[config.mk]
export PLATFORM = sky130hd
export DESIGN_NAME = neuron_mac
export DESIGN_NICKNAME = d
export VERILOG_FILES = /design/src/rtl/nn_pkg.sv /design/src/rtl/fx_round_sat.sv /design/src/rtl/neuron_mac.sv
export SDC_FILE = /design/constraint.sdc
export NUM_CORES = 1
export LEC_CHECK = 0
export CAP_MARGIN = 20
export CORE_MARGIN = 2
export CORE_UTILIZATION = 57
export CTS_BUF_LIST = sky130_fd_sc_hd__clkbuf_2 sky130_fd_sc_hd__clkbuf_4 sky130_fd_sc_hd__clkbuf_8
export DETAILED_ROUTE_END_ITERATION = 8
export GPL_TIMING_DRIVEN = 0
export PLACE_DENSITY_LB_ADDON = 0.3
export SLEW_MARGIN = 15
export SYNTH_ARGS = -nofsm -noshare
export SYNTH_HDL_FRONTEND = slang
export SYNTH_SLANG_ARGS = --single-unit
export TNS_END_PERCENT = 5
[constraint.sdc]
create_clock -name clk -period 13.4 [get_ports clk]
set_clock_uncertainty 0.2 [all_clocks]
set_input_delay 2.68 -clock clk [delete_from_list [all_inputs] [get_ports clk]]
set_output_delay 2.68 -clock clk [all_outputs]
set_load 0.02 [all_outputs]
[src/rtl/nn_pkg.sv]
// Shared definitions for the neuron datapath: FSM encoding, default fixed-point formats
// and the accumulator sizing rule.
package nn_pkg;

    localparam int unsigned DefFracW   = 10;
    localparam int unsigned DefOutFrac = 4;

    typedef enum logic [1:0] {
        StIdle,
        StAcc,
        StFin,
        StOut
    } state_e;

    // Full product width plus headroom for N_MAX products and the bias.
    function automatic int unsigned acc_width(input int unsigned data_w,
                                              input int unsigned n_max);
        return 2 * data_w + $clog2(n_max) + 1;
    endfunction

endpackage

[src/rtl/fx_round_sat.sv]
// Fixed-point narrowing: arithmetic right shift with round-half-up, then clip to OUT_W
// signed bits, with an optional clamp of negative results to zero.
module fx_round_sat #(
    parameter int unsigned IN_W  = 37,
    parameter int unsigned SHIFT = 16,
    parameter int unsigned OUT_W = 8,
    parameter int unsigned RELU  = 0
) (
    input  logic [IN_W-1:0]  acc_i,
    output logic [OUT_W-1:0] z_o,
    output logic             sat_o
);

    logic signed [IN_W:0]        acc_ext;
    logic signed [IN_W:0]        rnd;
    logic signed [IN_W:0]        sum;
    logic signed [IN_W:0]        shifted;
    logic        [IN_W-OUT_W+1:0] upper;

    assign acc_ext = {acc_i[IN_W-1], acc_i};

    if (SHIFT > 0) begin : g_rnd
        assign rnd = (IN_W + 1)'(1) << (SHIFT - 1);
    end else begin : g_no_rnd
        assign rnd = '0;
    end

    assign sum     = acc_ext + rnd;
    assign shifted = sum >>> SHIFT;
    // Result fits iff every bit from the output sign bit upward matches.
    assign upper   = shifted[IN_W:OUT_W-1];

    always_comb begin
        z_o   = shifted[OUT_W-1:0];
        sat_o = 1'b0;
        if ((RELU != 0) && shifted[IN_W]) begin
            z_o = '0;
        end else if (!shifted[IN_W] && (|upper)) begin
            z_o   = {1'b0, {(OUT_W-1){1'b1}}};
            sat_o = 1'b1;
        end else if (shifted[IN_W] && !(&upper)) begin
            z_o   = {1'b1, {(OUT_W-1){1'b0}}};
            sat_o = 1'b1;
        end
    end

endmodule

[src/rtl/neuron_mac.sv]
// Single-neuron multiply-accumulate: bias plus streamed k*w products, narrowed to a
// saturated fixed-point result held until the consumer accepts it.
module neuron_mac
    import nn_pkg::*;
#(
    parameter int unsigned DATA_W   = 16,
    parameter int unsigned FRAC_W   = DefFracW,
    parameter int unsigned N_MAX    = 16,
    parameter int unsigned OUT_W    = 8,
    parameter int unsigned OUT_FRAC = DefOutFrac,
    parameter int unsigned RELU     = 0
) (
    input  logic                       clk,
    input  logic                       reset,
    input  logic                       start,
    input  logic [$clog2(N_MAX+1)-1:0] n,
    input  logic [DATA_W-1:0]          b,
    input  logic                       in_valid,
    output logic                       in_ready,
    input  logic [DATA_W-1:0]          k,
    input  logic [DATA_W-1:0]          w,
    output logic                       out_valid,
    input  logic                       out_ready,
    output logic [OUT_W-1:0]           z,
    output logic                       sat,
    output logic                       busy
);

    localparam int unsigned CntW  = $clog2(N_MAX + 1);
    localparam int unsigned AccW  = acc_width(DATA_W, N_MAX);
    localparam int unsigned Shift = 2 * FRAC_W - OUT_FRAC;

    state_e                   state_q, state_d;
    logic signed [AccW-1:0]   acc_q, acc_d;
    logic        [CntW-1:0]   cnt_q, cnt_d;
    logic        [OUT_W-1:0]  z_q, z_d;
    logic                     sat_q, sat_d;

    logic signed [AccW-1:0]     bias_ext;
    logic signed [2*DATA_W-1:0] prod;
    logic signed [AccW-1:0]     prod_ext;
    logic        [OUT_W-1:0]    conv_z;
    logic                       conv_sat;

    assign bias_ext = {{(AccW-DATA_W){b[DATA_W-1]}}, b};
    assign prod     = $signed(k) * $signed(w);
    assign prod_ext = {{(AccW-2*DATA_W){prod[2*DATA_W-1]}}, prod};

    fx_round_sat #(
        .IN_W  (AccW),
        .SHIFT (Shift),
        .OUT_W (OUT_W),
        .RELU  (RELU)
    ) u_round_sat (
        .acc_i (acc_q),
        .z_o   (conv_z),
        .sat_o (conv_sat)
    );

    always_comb begin
        state_d = state_q;
        acc_d   = acc_q;
        cnt_d   = cnt_q;
        z_d     = z_q;
        sat_d   = sat_q;
        unique case (state_q)
            StIdle: begin
                if (start) begin
                    acc_d   = bias_ext <<< FRAC_W;
                    cnt_d   = n;
                    state_d = (n == '0) ? StFin : StAcc;
                end
            end
            StAcc: begin
                if (in_valid) begin
                    acc_d = acc_q + prod_ext;
                    cnt_d = cnt_q - CntW'(1);
                    if (cnt_q == CntW'(1)) begin
                        state_d = StFin;
                    end
                end
            end
            StFin: begin
                z_d     = conv_z;
                sat_d   = conv_sat;
                state_d = StOut;
            end
            StOut: begin
                if (out_ready) begin
                    state_d = StIdle;
                end
            end
            default: state_d = StIdle;
        endcase
    end

    always_ff @(posedge clk) begin
        if (reset) begin
            state_q <= StIdle;
            acc_q   <= '0;
            cnt_q   <= '0;
            z_q     <= '0;
            sat_q   <= 1'b0;
        end else begin
            state_q <= state_d;
            acc_q   <= acc_d;
            cnt_q   <= cnt_d;
            z_q     <= z_d;
            sat_q   <= sat_d;
        end
    end

    assign in_ready  = (state_q == StAcc);
    assign out_valid = (state_q == StOut);
    assign busy      = (state_q != StIdle);
    assign z         = z_q;
    assign sat       = sat_q;

endmodule

After elaboration in Yosys (flattened, before gate mapping)
Cells that the tools add are included.
Widths: inputs -> output; s select.
- flip-flop bits (word level): 53
- output and inout port bits: 12
- word-level logic and storage cells: 45
- add/subtract/negate cells: 3
- multipliers: 1
- eq/ne operators: 8
- multiplexer cells: 16
- reductions and logical operators: 12
- operator list (kind ; count):
    $mux 37 ; 2
    $pmux 37 s2 ; 1
    $add 37x17->38 const B ; 1
    $add 37x32->37 ; 1
    $mul 16x16->32 ; 1
    $mux 8 ; 2
    $reduce_and 15->1 ; 1
    $reduce_or 15->1 ; 1
    $mux 2 ; 5
    $mux 5 ; 2
    $pmux 5 s2 ; 1
    $pmux 2 s4 ; 1
    $eq 5x1->1 const B ; 1
    $logic_not 5->1 ; 1
    $sub 5x1->5 const B ; 1
    $eq 2x2->1 const B ; 2
    $ne 2x1->1 const B ; 2
    $ne 2x2->1 const B ; 2
    $reduce_and 4->1 ; 1
    $reduce_bool 2->1 ; 2
    $reduce_and 3->1 ; 1
    $eq 2x1->1 const B ; 1
    $logic_and 1x1->1 ; 2
    $logic_not 1->1 ; 2
    other kinds (2) ; 3

Longest topological paths before layout
Gate-level depths: netlist of the first run.
- word-level depth: 6
- mapped depth: 24
- depth with buffers taken out: 23

Cells and area by module
Synthesis of the first run repeated with hierarchy kept, for this count alone.
- cell total of the unflattened synthesis: 1660
- area, all modules: 14814.2 sq um
- modules (own cells, without submodules) (module ; instances ; cells an instance ; area an instance (sq um) ; seq. area each (sq um)):
    neuron_mac ; 1 ; 1536 ; 13997.2 ; 1061.0
    fx_round_sat ; 1 ; 124 ; 817.0 ; 0.0

Worst setup path before layout of the first run
No wires, ideal clock.
- path kind: input port to flip-flop
- start point: input port w[4]
- end point: register acc_q[34]
- arrival: 8.928 ns
- setup slack: 4.168 ns
- stages: 21
- buffers on the path: 1
- cells stage by stage: clkbuf_1 > nand2_1 > fa_1 > inv_1 > fa_1 > fa_1 > fa_1 > fa_1 > inv_1 > fa_1 > inv_1 > ha_1 > and2_4 > or3_4 > a2111oi_4 > a21oi_2 > a31o_4 > a31o_4 > a311o_1 > and3_4 > a2111oi_2
- longest elaborated chain between the ends: 4
- RTL lines (element ; RTL line ; RTL):
    start, declared ; neuron_mac.sv:21 ; input logic [DATA_W-1:0] w,
    $mul 16x16->32 ; neuron_mac.sv:46 ; assign prod = $signed(k) * $signed(w);
    $add 37x32->37 ; neuron_mac.sv:76 ; acc_d = acc_q + prod_ext;
    $mux 37 ; neuron_mac.sv:75 ; if (in_valid) begin
    $pmux 37 s2 ; neuron_mac.sv:66 ; unique case (state_q)
    end signal, assigned ; neuron_mac.sv:100 ; acc_q <= '0;
    end signal, assigned ; neuron_mac.sv:106 ; acc_q <= acc_d;
    end, declared ; neuron_mac.sv:34 ; logic signed [AccW-1:0] acc_q, acc_d;
No other way between the ends. The select of a mux whose other input is x is not followed.
A chain may end at the register's enable or synchronous reset.

Final worst setup path of the first run
Ends and elaborated chain as after synthesis.

==> impl_metrics.py, run 1 <==
metrics = {
    "timing": {
        "tns_ns": 0,
        "finalHoldViolCount": 0,
        "min_period_ns": 10.43,
        "worst_slew_pin_slew_ns": 0.709,
        "max_slew_margin_pct": 52.7,
        "setup_viol": 0,
        "rsz0062_at_grt": "false",
        "slew_violations": 0,
        "clock.fmax_mhz": 95.9,
        "post-route-period-util_pct": 77.8,
    },
    "placement": {
        "port_buffers": 68,
        "routabilityCongestion": 0.937,
        "dp_cells": 2055,
        "dpl.hpwl_mm": 31.6,
    },
    "min_path": {
        "hold_depth": 2,
        "hp-class": "register to register",
    },
    "logic_synthesis": {
        "synth_top_area_share_pct": 43.4,
        "synth_area_leaders": "fa_1 (43%), ha_1 (10%), inv_1 (9.4%)",
        "syn_nets": 2150,
        "synth_top_cell_by_area": "fa_1",
        "ys.flop_type": "dfxtp_1",
        "netlist_area_sq_mm": 0.0147,
        "synth_edf_count": 0,
        "synth.yosys.seq_area_share_pct": 7.23,
        "synth_async_sr_flop_share_pct": 0,
        "synthCells": 1657,
        "syn_avg_cell_area_sq_um": 8.86,
        "ys_types": 64,
        "synth_seq_cells": 53,
        "ys_warn_count": 0,
    },
    "detailed_routing": {
        "drt_first_pass_iters": 6,
        "drc_errors": 0,
        "drt_iter0_drc": 930,
        "drtAntennaViolNets": 0,
        "via_per_inst": 5.58,
        "vias": 11500,
        "post_drt_wl_per_cell_um": 17.8,
        "drt-total-wl_mm": 36.7,
    },
    "worst_setup_path": {
        "start_kind": "primary input",
        "crit_path_max_incr_delay_ns": 0.79,
        "critical_path.most_common_cell": "fa_1",
        "critPathMaxFanout": 10,
        "timing.critical_path.required_ns": 13.42,
        "cp.arrival_ns": 10.45,
        "r2r_cells": 19,
        "path_cells": "clkdlybuf4s50_1 -> clkbuf_1 -> nand2_1 -> fa_1 -> inv_1 -> fa_1 -> fa_1 -> fa_1 -> fa_1 -> inv_1 -> fa_1 -> inv_1 -> ha_1 -> and2_4 -> or3_4 -> a2111oi_4 -> a21oi_2 -> a31o_4 -> a31o_4 -> a311o_1 -> and3_4 -> a2111oi_2",
        "end_kind": "register",
        "worst_path_max_delay_cell": "fa_1",
        "critPathKind": "primary input to register",
    },
    "clock_network": {
        "postCtsSetupRepairBufs": 0,
        "cts-resized-gates": 0,
        "cts_tree": "yes",
        "cts_root_buf": "clkbuf_8",
        "path_clk_slew_ns": 0.11,
        "htreeDepth": 2,
        "insertion_delay_ns": 0.31,
        "clock_path_buffers": 2,
        "cts_sinks": 53,
        "hold_buffers": 0,
        "numCtsBuffers": 5,
    },
    "floorplanning": {
        "core_area_sq_mm": 0.0253,
        "die_w_um": 164,
        "initial_core_util_pct": 58.1,
        "die_h_um": 164,
        "rows": 58,
        "die_area_sq_mm": 0.0271,
        "top_level_ports": 70,
    },
    "grt": {
        "grtUsageMet3_pct": 3.04,
        "globalRouteMet2Util_pct": 51.1,
        "grt_pass1_wl_mm": 60.6,
        "antenna_found_initial": 0,
        "grt_max_degree": 21,
        "track_usage_pct": 28.6,
        "overflow": 0,
        "grt_pass1_vias": 12200,
        "gr-usage-met1_pct": 37.4,
        "top_usage_layer": "met2",
    },
    "finish": {
        "post_route_cells_drive_above_1_share_pct": 1.50,
        "fillers": 2136,
        "area_delta_synth_final_pct": 8.57,
        "final_core_util_pct": 63.1,
        "n_antenna_cell": 0,
        "fin_nets": 2226,
        "stdcell_count": 2064,
    },
    "run_status": {
        "status": "finished, final reports clean",
    },
    "job": {
        "maxCapViolCount": 0,
    },
}
## stage by stage
step           worst slack (ns)  hold slack (ns)  cell area (sq um)
4_1_cts                    3.10            0.287              15900
3_3_place_gp               2.80            0.268              15800
6_report                   2.97            0.281              15900
2_1_floorplan              4.17            0.236              14700
5_1_grt                    2.75            0.318              15900
3_5_place_dp               2.80            0.271              15800
## layout make-up
class	instances	area (sq um)	area share, %
Multi-Input combinational cell	1168	12000	75.2
Buffer	68	255	1.60
Clock inverter	3	68.8	0.432
Tap cell	330	413	2.59
Timing Repair Buffer	69	708	4.44
Inverter	368	1380	8.67
Clock buffer	5	68.8	0.432
Sequential cell	53	1060	6.66
## cell usage after synthesis, drive strengths merged (3+ instances only)
| cell type | count |
|---|---|
| a2111oi | 3 |
| a211oi | 10 |
| a21boi | 3 |
| a21o | 18 |
| a21oi | 79 |
| a221oi | 9 |
| a22oi | 7 |
| a311o | 3 |
| a31o | 4 |
| a31oi | 7 |
| a32oi | 3 |
| a41oi | 3 |
| and2 | 115 |
| and3 | 14 |
| buf | 4 |
| clkbuf | 64 |
| dfxtp | 53 |
| fa | 318 |
| ha | 117 |
| inv | 368 |
| mux2i | 5 |
| nand2 | 175 |
| nand2b | 8 |
| nand3 | 20 |
| nand3b | 4 |
| nand4 | 7 |
| nor2 | 87 |
| nor3 | 24 |
| nor3b | 3 |
| nor4 | 7 |
| o211ai | 3 |
| o21a | 11 |
| o21ai | 24 |
| o31ai | 4 |
| xnor2 | 28 |
| xor2 | 21 |
## state kept, by name (all words and copies together), names as in the netlist
name	cells
acc_q	37
state_q	2
cnt_q	5
z	8
sat	1
## cells by family (layout without fill, tap and decap cells)
family	after synthesis	in the layout	share of synthesized area, %
muxes	6	6	0.418
and+or+nand+nor	471	471	15.4
xor gates and xnor gates	49	49	2.92
DFF	53	53	7.23
AOI/OAI and AO/OA	207	207	9.53
adders and majority gates	435	435	53.3
buffers and inverters	436	513	11.1
## placed cells by master, fill, tap and decap left out, types with 24 or more instances in the layout
| master | synthesis | final |
|---|---|---|
| nand2_1 | 175 | 175 |
| dfxtp_1 | 53 | 53 |
| xnor2_1 | 28 | 28 |
| and2_1 | 114 | 114 |
| a21oi_1 | 78 | 78 |
| nor2_1 | 87 | 87 |
| clkdlybuf4s50_1 | 0 | 68 |
| clkbuf_1 | 64 | 64 |
| nor3_1 | 24 | 24 |
| ha_1 | 117 | 117 |
| inv_1 | 368 | 368 |
| fa_1 | 318 | 318 |
## routing by layer
metal  routed length (um)  part of all wire, %  vias up
li1                     -                    -     5246
met1                14600                   40     5834
met2                18800                   51      370
met3                 2140                  5.8       77
met4                 1060                  2.9        0
met5                    0                    0        -
## worst paths after layout
check / startpoint / end / slack, ns
max: w[4] / acc_q[34] / 2.97
min: z[7] / z[7] / 0.28
max reg2reg: acc_q[15] / acc_q[34] / 7.16
min reg2reg: z[7] / z[7] / 0.28
## critical path: cells and delay by family
family                     cells  cell delay (ns)
AOI/OAI and AO/OA              6             1.65
adders and majority gates      7             3.79
buffers and inverters          5             1.31
and+or+nand+nor                4             1.01
Power of run 1 is left out: the tool's default activity adds up to more than one toggle a clock period on the data nets, which glitch-free logic cannot reach.
==> run 2, diff against run 1 <==
Clock period 13.4 ns to 9.19 ns, I/O delays scaled along.
==> run 2 against run 1 <==
  * Hold slack lost 0.00072 ns
  * Global-route usage about the same
  * Sequential share of layout area is essentially flat
  * Critical endpoint unchanged
  * Routed wire length about the same
  * Sequential cell count did not move
  * Setup slack worse by 2.7 ns
  * Register-to-register slack got worse by 4.2 ns
  * Cell area grew 0.57%
  * Count of clock-buffer cells in the layout did not move
  * Cell count about the same
==> impl_metrics.py, run 2 (synthesized netlist as in run 1, its figures left out) <==
metrics = {
    "run_status": {
        "status": "finished, final reports clean",
    },
    "worst_setup_path": {
        "critPathMaxFanout": 10,
        "path_cells": "clkdlybuf4s50_1 -> clkbuf_1 -> nand2_1 -> fa_1 -> inv_1 -> fa_1 -> fa_1 -> fa_1 -> fa_1 -> inv_1 -> fa_1 -> inv_1 -> ha_1 -> a21oi_1 -> o21ai_0 -> a2111oi_4 -> a21oi_2 -> a31o_4 -> a31o_4 -> a311o_1 -> and3_4 -> a2111oi_2",
        "crit_path_max_incr_delay_ns": 0.73,
        "critPathKind": "primary input to register",
        "timing.critical_path.required_ns": 9.21,
        "end_kind": "register",
        "start_kind": "primary input",
        "critical_path.most_common_cell": "fa_1",
        "critPathBufInv": 5,
        "cp.arrival_ns": 8.98,
        "worst_path_max_delay_cell": "clkdlybuf4s50_1",
        "critical-path-top-delay-family": "adder cells",
    },
    "placement": {
        "dpl.hpwl_mm": 31.6,
        "port_buffers": 68,
        "routabilityCongestion": 0.937,
    },
    "grt": {
        "grt_max_degree": 21,
        "top_usage_layer": "met2",
        "antenna_found_initial": 0,
        "grt_pass1_wl_mm": 60.6,
        "track_usage_pct": 28.7,
        "gr-usage-met1_pct": 37.4,
        "grt_pass1_vias": 12200,
        "globalRouteMet2Util_pct": 50.9,
        "overflow": 0,
        "grtUsageMet3_pct": 3.26,
    },
    "floorplanning": {
        "die_w_um": 164,
        "top_level_ports": 70,
        "rows": 58,
        "core_area_sq_mm": 0.0253,
        "die_h_um": 164,
        "initial_core_util_pct": 58.1,
        "die_area_sq_mm": 0.0271,
    },
    "job": {
        "maxCapViolCount": 0,
    },
    "detailed_routing": {
        "post_drt_wl_per_cell_um": 17.8,
        "vias": 11600,
        "drtAntennaViolNets": 0,
        "via_per_inst": 5.61,
        "drt_iter0_drc": 855,
        "drc_errors": 0,
        "drt-total-wl_mm": 36.7,
        "drt_first_pass_iters": 7,
    },
    "finish": {
        "post_route_cells_drive_above_1_share_pct": 3.05,
        "largest_reg_flops": 37,
        "area_delta_synth_final_pct": 9.20,
        "fin_nets": 2227,
        "final_core_util_pct": 63.5,
        "seq_area_sq_mm": 0.00106,
        "fillers": 2121,
        "final_cell_mix": "inv_1 (368), fa_1 (317), nand2_1 (175), ha_1 (117), and2_1 (114)",
        "n_antenna_cell": 0,
        "final_common_cell": "inv_1",
        "top_register": "acc_q",
        "multi_input_area_sq_mm": 0.0120,
    },
    "timing": {
        "max_slew_margin_pct": 52.6,
        "finalHoldViolCount": 0,
        "setup_viol": 0,
        "rsz0062_at_grt": "false",
        "clock.fmax_mhz": 112,
        "post-route-period-util_pct": 97.5,
        "min_period_ns": 8.96,
        "worst_slew_pin_slew_ns": 0.711,
        "slew_violations": 0,
        "timing.hold.ws_ns": 0.280,
    },
    "clock_network": {
        "numCtsBuffers": 5,
        "cts_sinks": 53,
        "path_clk_slew_ns": 0.11,
        "hold_buffers": 0,
        "cts_tree": "yes",
        "clock_path_buffers": 2,
        "htreeDepth": 2,
        "cts_root_buf": "clkbuf_8",
        "insertion_delay_ns": 0.31,
    },
    "min_path": {
        "hp-class": "register to register",
    },
}
## run 2: path summary, 6_finish.rpt
| path | from | to | slack, ns | cells after the start |
|---|---|---|---|---|
| max | k[4] | acc_q[34] | 0.23 | 22 |
| min | z[7] | z[7] | 0.28 | 2 |
| max reg2reg | acc_q[15] | acc_q[34] | 2.96 | 19 |
| min reg2reg | z[7] | z[7] | 0.28 | 2 |
## run 2: metrics by stage
stage               std cells  cell area [sq um]  worst slack, ns  setup TNS, ns
finish                   2065              16000            0.233              0
global route             2065              16000          0.00632              0
CTS                      2063              15900          0.00426              0
detailed placement       2055              15800           -0.572          -1.69
global placement         2055              15800           -0.564          -1.55
floorplan                1657              14700            0.800              0
## run 2: metal layers
| layer | part of all wire (%) | vias up |
|---|---|---|
| li1 | - | 5252 |
| met1 | 39 | 5815 |
| met2 | 52 | 443 |
| met3 | 6.7 | 82 |
| met4 | 2.7 | 0 |
| met5 | 0 | - |
## run 2: layout make-up
type	count	share of cell area (%)
multi-input cells	1168	74.8
repair buffers	70	4.71
flip-flops and latches	53	6.62
plain buffers	68	1.85
clock inverters	3	0.429
well taps	330	2.58
clock buffers	5	0.429
inverters	368	8.62
## run 2: worst min-delay path, delay by kind of cell, from the launching register on
family,cells,cell delay [ns]
DFF,1,0.32
and+or+nand+nor,1,0.06
AOI/OAI and AO/OA,1,0.06
## run 2: timing repair
action | in CTS | in global routing
pin swaps | 0 | 1
setup buffers | 0 | 1
setup endpoints to repair | 1 | 5
gates resized for setup | 10 | 61
Power of run 2 is left out for the same reason.
